**config.mk**
```make
export PLATFORM = sky130hd
export DESIGN_NAME = tlc_light_monitor
export DESIGN_NICKNAME = d
export VERILOG_FILES = /design/src/rtl/tlc_pkg.sv /design/src/rtl/tlc_road_tracker.sv /design/src/rtl/tlc_light_monitor.sv
export SDC_FILE = /design/constraint.sdc
export NUM_CORES = 1
export LEC_CHECK = 0
export BUFFER_PORTS_ARGS = -buffer_cell sky130_fd_sc_hd__buf_2
export CAP_MARGIN = 20
export CORE_MARGIN = 2
export CORE_UTILIZATION = 50
export CTS_CLUSTER_SIZE = 12
export DETAILED_ROUTE_END_ITERATION = 10
export PLACE_DENSITY = 0.74
export SYNTH_ARGS = -nofsm -noshare
export SYNTH_HDL_FRONTEND = slang
export SYNTH_HIERARCHICAL = 1
export SYNTH_SLANG_ARGS = --single-unit
```
**constraint.sdc**
```tcl
create_clock -name clk -period 3.4 [get_ports clk]
set_input_delay 0.51 -clock clk [delete_from_list [all_inputs] [get_ports clk]]
set_output_delay 0.51 -clock clk [all_outputs]
set_load 0.005 [all_outputs]
```
**src/rtl/tlc_pkg.sv**
```systemverilog
// tlc_pkg: colour codes, fault codes and shared types for the traffic-light monitor.
// TLC_MON_DWELL_CHECK_EN enables dwell-time fault codes 4, 5 and 6.
package tlc_pkg;

   typedef logic [1:0] colour_t;
   typedef logic [2:0] fault_t;

   localparam colour_t RED = 2'b00;
   localparam colour_t YEL = 2'b01;
   localparam colour_t GRN = 2'b10;
   localparam colour_t ILL = 2'b11;

   localparam fault_t F_NONE        = 3'd0;
   localparam fault_t F_ILLEGAL     = 3'd1;
   localparam fault_t F_CONFLICT    = 3'd2;
   localparam fault_t F_BAD_TRANS   = 3'd3;
   localparam fault_t F_SHORT_GREEN = 3'd4;
   localparam fault_t F_BAD_YELLOW  = 3'd5;
   localparam fault_t F_SHORT_WALK  = 3'd6;
   localparam fault_t F_EMERG       = 3'd7;

`ifdef TLC_MON_DWELL_CHECK_EN
   localparam bit DWELL_CHK = 1'b1;
`else
   localparam bit DWELL_CHK = 1'b0;
`endif

endpackage

```
**src/rtl/tlc_road_tracker.sv**
```systemverilog
// tlc_road_tracker: previous colour, dwell counter and transition flags
// for one road of the monitored colour bus.
module tlc_road_tracker
   import tlc_pkg::*;
#(
   parameter int MIN_GRN = 5,
   parameter int YEL_LEN = 2,
   parameter int CW      = 8
) (
   input  logic       clk,
   input  logic       rst,
   input  logic       sync,
   input  logic [1:0] col,
   input  logic       other_red,
   input  logic       emerg,
   output logic       illegal,
   output logic       bad_trans,
   output logic       short_green,
   output logic       bad_yellow,
   output logic       red_to_grn
);

   colour_t       prev;
   logic [CW-1:0] dwell;

   // remember the last colour and how many cycles it has been held
   always_ff @(posedge clk) begin
      if (rst) begin
         prev  <= RED;
         dwell <= CW'(1);
      end else if (sync || col != prev) begin
         prev  <= col;
         dwell <= CW'(1);
      end else if (dwell != '1) begin
         dwell <= dwell + CW'(1);
      end
   end

   // classify the step from the previous colour to the current one
   always_comb begin
      illegal     = col == ILL;
      red_to_grn  = prev == RED && col == GRN;
      bad_trans   = (prev == RED && col == YEL) ||
                    (prev == YEL && col == GRN) ||
                    (prev == GRN && col == RED &&
                     !other_red && !emerg);
      short_green = DWELL_CHK && prev == GRN &&
                    col != GRN && dwell < CW'(MIN_GRN);
      bad_yellow  = DWELL_CHK && prev == YEL &&
                    col == RED && dwell != CW'(YEL_LEN);
   end

endmodule

```
**src/rtl/tlc_light_monitor.sv**
```systemverilog
// tlc_light_monitor: independent watchdog on the rA/rB colour bus with a
// sticky first-fault capture. TLC_MON_DWELL_CHECK_EN enables dwell checks.
module tlc_light_monitor
   import tlc_pkg::*;
#(
   parameter int MIN_GRN  = 5,
   parameter int YEL_LEN  = 2,
   parameter int WALK_MIN = 4,
   parameter int CW       = 8
) (
   input  logic          clk,
   input  logic          rst,
   input  logic [1:0]    rA,
   input  logic [1:0]    rB,
   input  logic          emergency,
   input  logic          clr_fault,
   output logic          fault,
   output logic [2:0]    fault_code,
   output logic          fault_road,
   output logic [CW-1:0] phase_cnt
);

   typedef enum logic [1:0] {ST_SYNC, ST_RUN, ST_FAULT} state_t;

   state_t        state, state_nx;
   logic          sync, all_red, ar_prev, emerg_prev;
   logic [CW-1:0] ar_cnt;
   logic          conflict, emerg_bad, dwell_ok, short_walk;
   logic          ill_a, ill_b, bt_a, bt_b, sg_a, sg_b, by_a, by_b;
   logic          r2g_a, unused_r2g_b;
   logic          viol, cap, clr;
   fault_t        v_code;
   logic          v_road;

   assign sync    = state == ST_SYNC;
   assign all_red = rA == RED && rB == RED;
   assign fault   = state == ST_FAULT;

   tlc_road_tracker #(.MIN_GRN(MIN_GRN), .YEL_LEN(YEL_LEN), .CW(CW)) u_a (
      .clk(clk), .rst(rst), .sync(sync), .col(rA),
      .other_red(rB == RED), .emerg(emergency),
      .illegal(ill_a), .bad_trans(bt_a), .short_green(sg_a),
      .bad_yellow(by_a), .red_to_grn(r2g_a)
   );

   tlc_road_tracker #(.MIN_GRN(MIN_GRN), .YEL_LEN(YEL_LEN), .CW(CW)) u_b (
      .clk(clk), .rst(rst), .sync(sync), .col(rB),
      .other_red(rA == RED), .emerg(emergency),
      .illegal(ill_b), .bad_trans(bt_b), .short_green(sg_b),
      .bad_yellow(by_b), .red_to_grn(unused_r2g_b)
   );

   // all-red run length and the previous emergency sample
   always_ff @(posedge clk) begin
      if (rst) begin
         ar_prev    <= 1'b0;
         ar_cnt     <= CW'(1);
         emerg_prev <= 1'b0;
      end else begin
         emerg_prev <= emergency;
         if (sync || all_red != ar_prev) begin
            ar_prev <= all_red;
            ar_cnt  <= CW'(1);
         end else if (ar_cnt != '1) begin
            ar_cnt <= ar_cnt + CW'(1);
         end
      end
   end

   assign conflict   = rA != RED && rB != RED;
   assign emerg_bad  = !sync && emergency && emerg_prev && !all_red;
   assign dwell_ok   = !sync && !emergency && !emerg_prev;
   assign short_walk = DWELL_CHK && ar_prev && !all_red &&
                       ar_cnt < CW'(WALK_MIN);

   // pick the highest-priority violation this cycle, road A first
   always_comb begin
      v_code = F_NONE;
      v_road = 1'b0;
      if (ill_a) begin
         v_code = F_ILLEGAL;
      end else if (ill_b) begin
         v_code = F_ILLEGAL;
         v_road = 1'b1;
      end else if (conflict) begin
         v_code = F_CONFLICT;
      end else if (emerg_bad) begin
         v_code = F_EMERG;
      end else if (!sync && bt_a) begin
         v_code = F_BAD_TRANS;
      end else if (!sync && bt_b) begin
         v_code = F_BAD_TRANS;
         v_road = 1'b1;
      end else if (dwell_ok && sg_a) begin
         v_code = F_SHORT_GREEN;
      end else if (dwell_ok && sg_b) begin
         v_code = F_SHORT_GREEN;
         v_road = 1'b1;
      end else if (dwell_ok && by_a) begin
         v_code = F_BAD_YELLOW;
      end else if (dwell_ok && by_b) begin
         v_code = F_BAD_YELLOW;
         v_road = 1'b1;
      end else if (dwell_ok && short_walk) begin
         v_code = F_SHORT_WALK;
      end
   end

   assign viol = v_code != F_NONE;

   // next state plus capture/clear strobes for the fault registers
   always_comb begin
      state_nx = state;
      cap      = 1'b0;
      clr      = 1'b0;
      case (state)
         ST_SYNC, ST_RUN: begin
            if (viol) begin
               state_nx = ST_FAULT;
               cap      = 1'b1;
            end else begin
               state_nx = ST_RUN;
            end
         end
         ST_FAULT: begin
            if (clr_fault) begin
               if (viol) begin
                  cap = 1'b1;
               end else begin
                  state_nx = ST_RUN;
                  clr      = 1'b1;
               end
            end
         end
         default: state_nx = ST_SYNC;
      endcase
   end

   // state, first-fault record and road-A phase counter
   always_ff @(posedge clk) begin
      if (rst) begin
         state      <= ST_SYNC;
         fault_code <= F_NONE;
         fault_road <= 1'b0;
         phase_cnt  <= '0;
      end else begin
         state <= state_nx;
         if (cap) begin
            fault_code <= v_code;
            fault_road <= v_road;
         end else if (clr) begin
            fault_code <= F_NONE;
            fault_road <= 1'b0;
         end
         if (!sync && r2g_a) begin
            phase_cnt <= phase_cnt + CW'(1);
         end
      end
   end

endmodule
```
==> results.sh <==
export IMPL_areaGrowthSynthToFinish_pct=10.7
export IMPL_hp_class="flop to flop"
export IMPL_drc=0
export IMPL_h_tree_depth=1
export IMPL_crit_path_end_kind="flop"
export IMPL_rows=16
export IMPL_ir_drop_mv=0.193
export IMPL_arrival_ps=2360
export IMPL_routed_wirelength_um=2080
export IMPL_hpwlAfterDp_um=1570
export IMPL_criticalPathCategory="flop to flop"
export IMPL_powerDensity_nw_per_um2=380
export IMPL_max_freq_mhz=464
export IMPL_setup_violations=0
export IMPL_cts_buffers=3
export IMPL_tightest_slew_ps=540
export IMPL_slew_limit_headroom_pct=63.5
export IMPL_clk_path_buf_depth=2
export IMPL_port_buffers=20
export IMPL_gp_congestion=0.834
export IMPL_finalHoldViolCount=0
export IMPL_total_power_w=0.000435
export IMPL_numClockSinks=19
export IMPL_required_ps=3600
export IMPL_fin_crit_ps=2160
export IMPL_nets=155
export IMPL_leakage_nw=0.480
export IMPL_clkSlewWorstSetupHoldPaths_ps=100
export IMPL_syn_inst=126
export IMPL_maxCapViolations=0
export IMPL_ant_nets=0
export IMPL_multiInputGateArea_um2=599
export IMPL_viasPerCell=5.47
export IMPL_core_um2=1960
export IMPL_ctsResizeCount=0
export IMPL_finClkSkew_ps=5.79
export IMPL_firstDrtPassIters=4
export IMPL_status="complete, no violations"
export IMPL_cts_tree="yes"
export IMPL_synth_area_um2=1040
export IMPL_yosysWarnings=6
export IMPL_syn_avg_cell_area_um2=8.22
export IMPL_dieArea_um2=2450
export IMPL_regArea_um2=380
export IMPL_vias=941
export IMPL_start_kind="flop"
export IMPL_cts_setup_buffers=0
export IMPL_grt_usage_pct=18.2
export IMPL_drive_above_1_share_pct=18.6
export IMPL_grt_max_degree=21
export IMPL_wl_per_cell_um=12.1
export IMPL_rsz0062_at_grt="false"
export IMPL_ctsRootBufferMaster="clkbuf_4"
export IMPL_start_util_pct=52.8
export IMPL_die_h_um=49.5
export IMPL_overflow=0
export IMPL_grt_pass1_wl_um=3470
export IMPL_ctsHoldBuffers=0
export IMPL_clock_latency_ps=300
export IMPL_die_width_um=49.5
export IMPL_fillers=211
export IMPL_io_pins=21
export IMPL_n_antenna_cell=0
export IMPL_fin_setup_tns_ps=0
export IMPL_fin_crit_sh_pct=63.4
export IMPL_first_iter_violations=17
export IMPL_worstPathMaxFanout=3
export IMPL_antenna_found_initial=0
export IMPL_grt_pass1_vias=853
export IMPL_slew_viol_final=0
state kept, by name, summed over array words and instances (netlist names):
signal and count:
phase_cnt 8, fault_code 3, state 2, u_a/prev 2
u_b/prev 2, emerg_prev 1, fault_road 1
final cells by class:
cell class,instances,area share [%]
multi-input cells,100,52.2
flip-flops and latches,19,33.2
repair buffers,20,8.72
well taps,27,2.94
clock buffers,4,2.29
inverters,2,0.654
layout by cell type, fill, tap and decap left out, types with 2 or more instances in the layout:
master and n:
o21ai_0 3, a21oi_1 4, nor2b_1 7, conb_1 4, xnor2_1 2, nand2_1 11
nor3_1 2, clkbuf_4 3, inv_1 2, a32oi_1 2, buf_2 20, nor2_1 19
dfxtp_1 19, nand3b_1 2, xor2_1 5, nor4_1 3, o211ai_1 2, and2_1 4
nand3_1 9, or4b_1 2
worst paths after layout:
path / slack (ps) / cells after the start / end / from
worst max-delay path: 1240 / 8 / fault_code[1] / u_b/prev[1]
worst min-delay path: 470 / 2 / fault_road / fault_road
worst max register to register: 1240 / 8 / fault_code[1] / u_b/prev[1]
worst min register to register: 470 / 2 / fault_road / fault_road
where the power goes:
part	switching [W]	internal, W
Clock	0.0000716	0.0000458
Sequential	0.00000922	0.000232
Combinational	0.0000446	0.0000318
Total	0.000125	0.000310
per-stage QoR:
stage	area (um2)	hold WS, ps	utilization (%)	instances	setup WS (ps)
floorplan	1040	454	-	128	1200
global placement	1120	451	57.1	168	980
detailed placement	1120	448	57.1	168	951
CTS	1150	471	58.5	172	1240
global route	1150	491	58.5	172	1110
finish	1150	468	58.5	172	1240
worst max-delay path: stages, from the launching register on:
cell     delay (ps)
dfxtp_1         330
or4b_1          520
nand3_1         150
o22ai_1         100
and2_1          160
a32oi_1         290
or3_4           200
nand2_2          60
a32o_1          240
routing by layer:
layer / up-vias / routed length, um / GRT usage [%]
met1: 441 / 919 / 22.7
met3: 2 / 105 / 2.73
met2: 25 / 1040 / 30.9
met4: 0 / 21 / 8.33
met5: - / 0 / 0
li1: 473 / - / -
No activity file was read; power rests on OpenSTA's default activity.
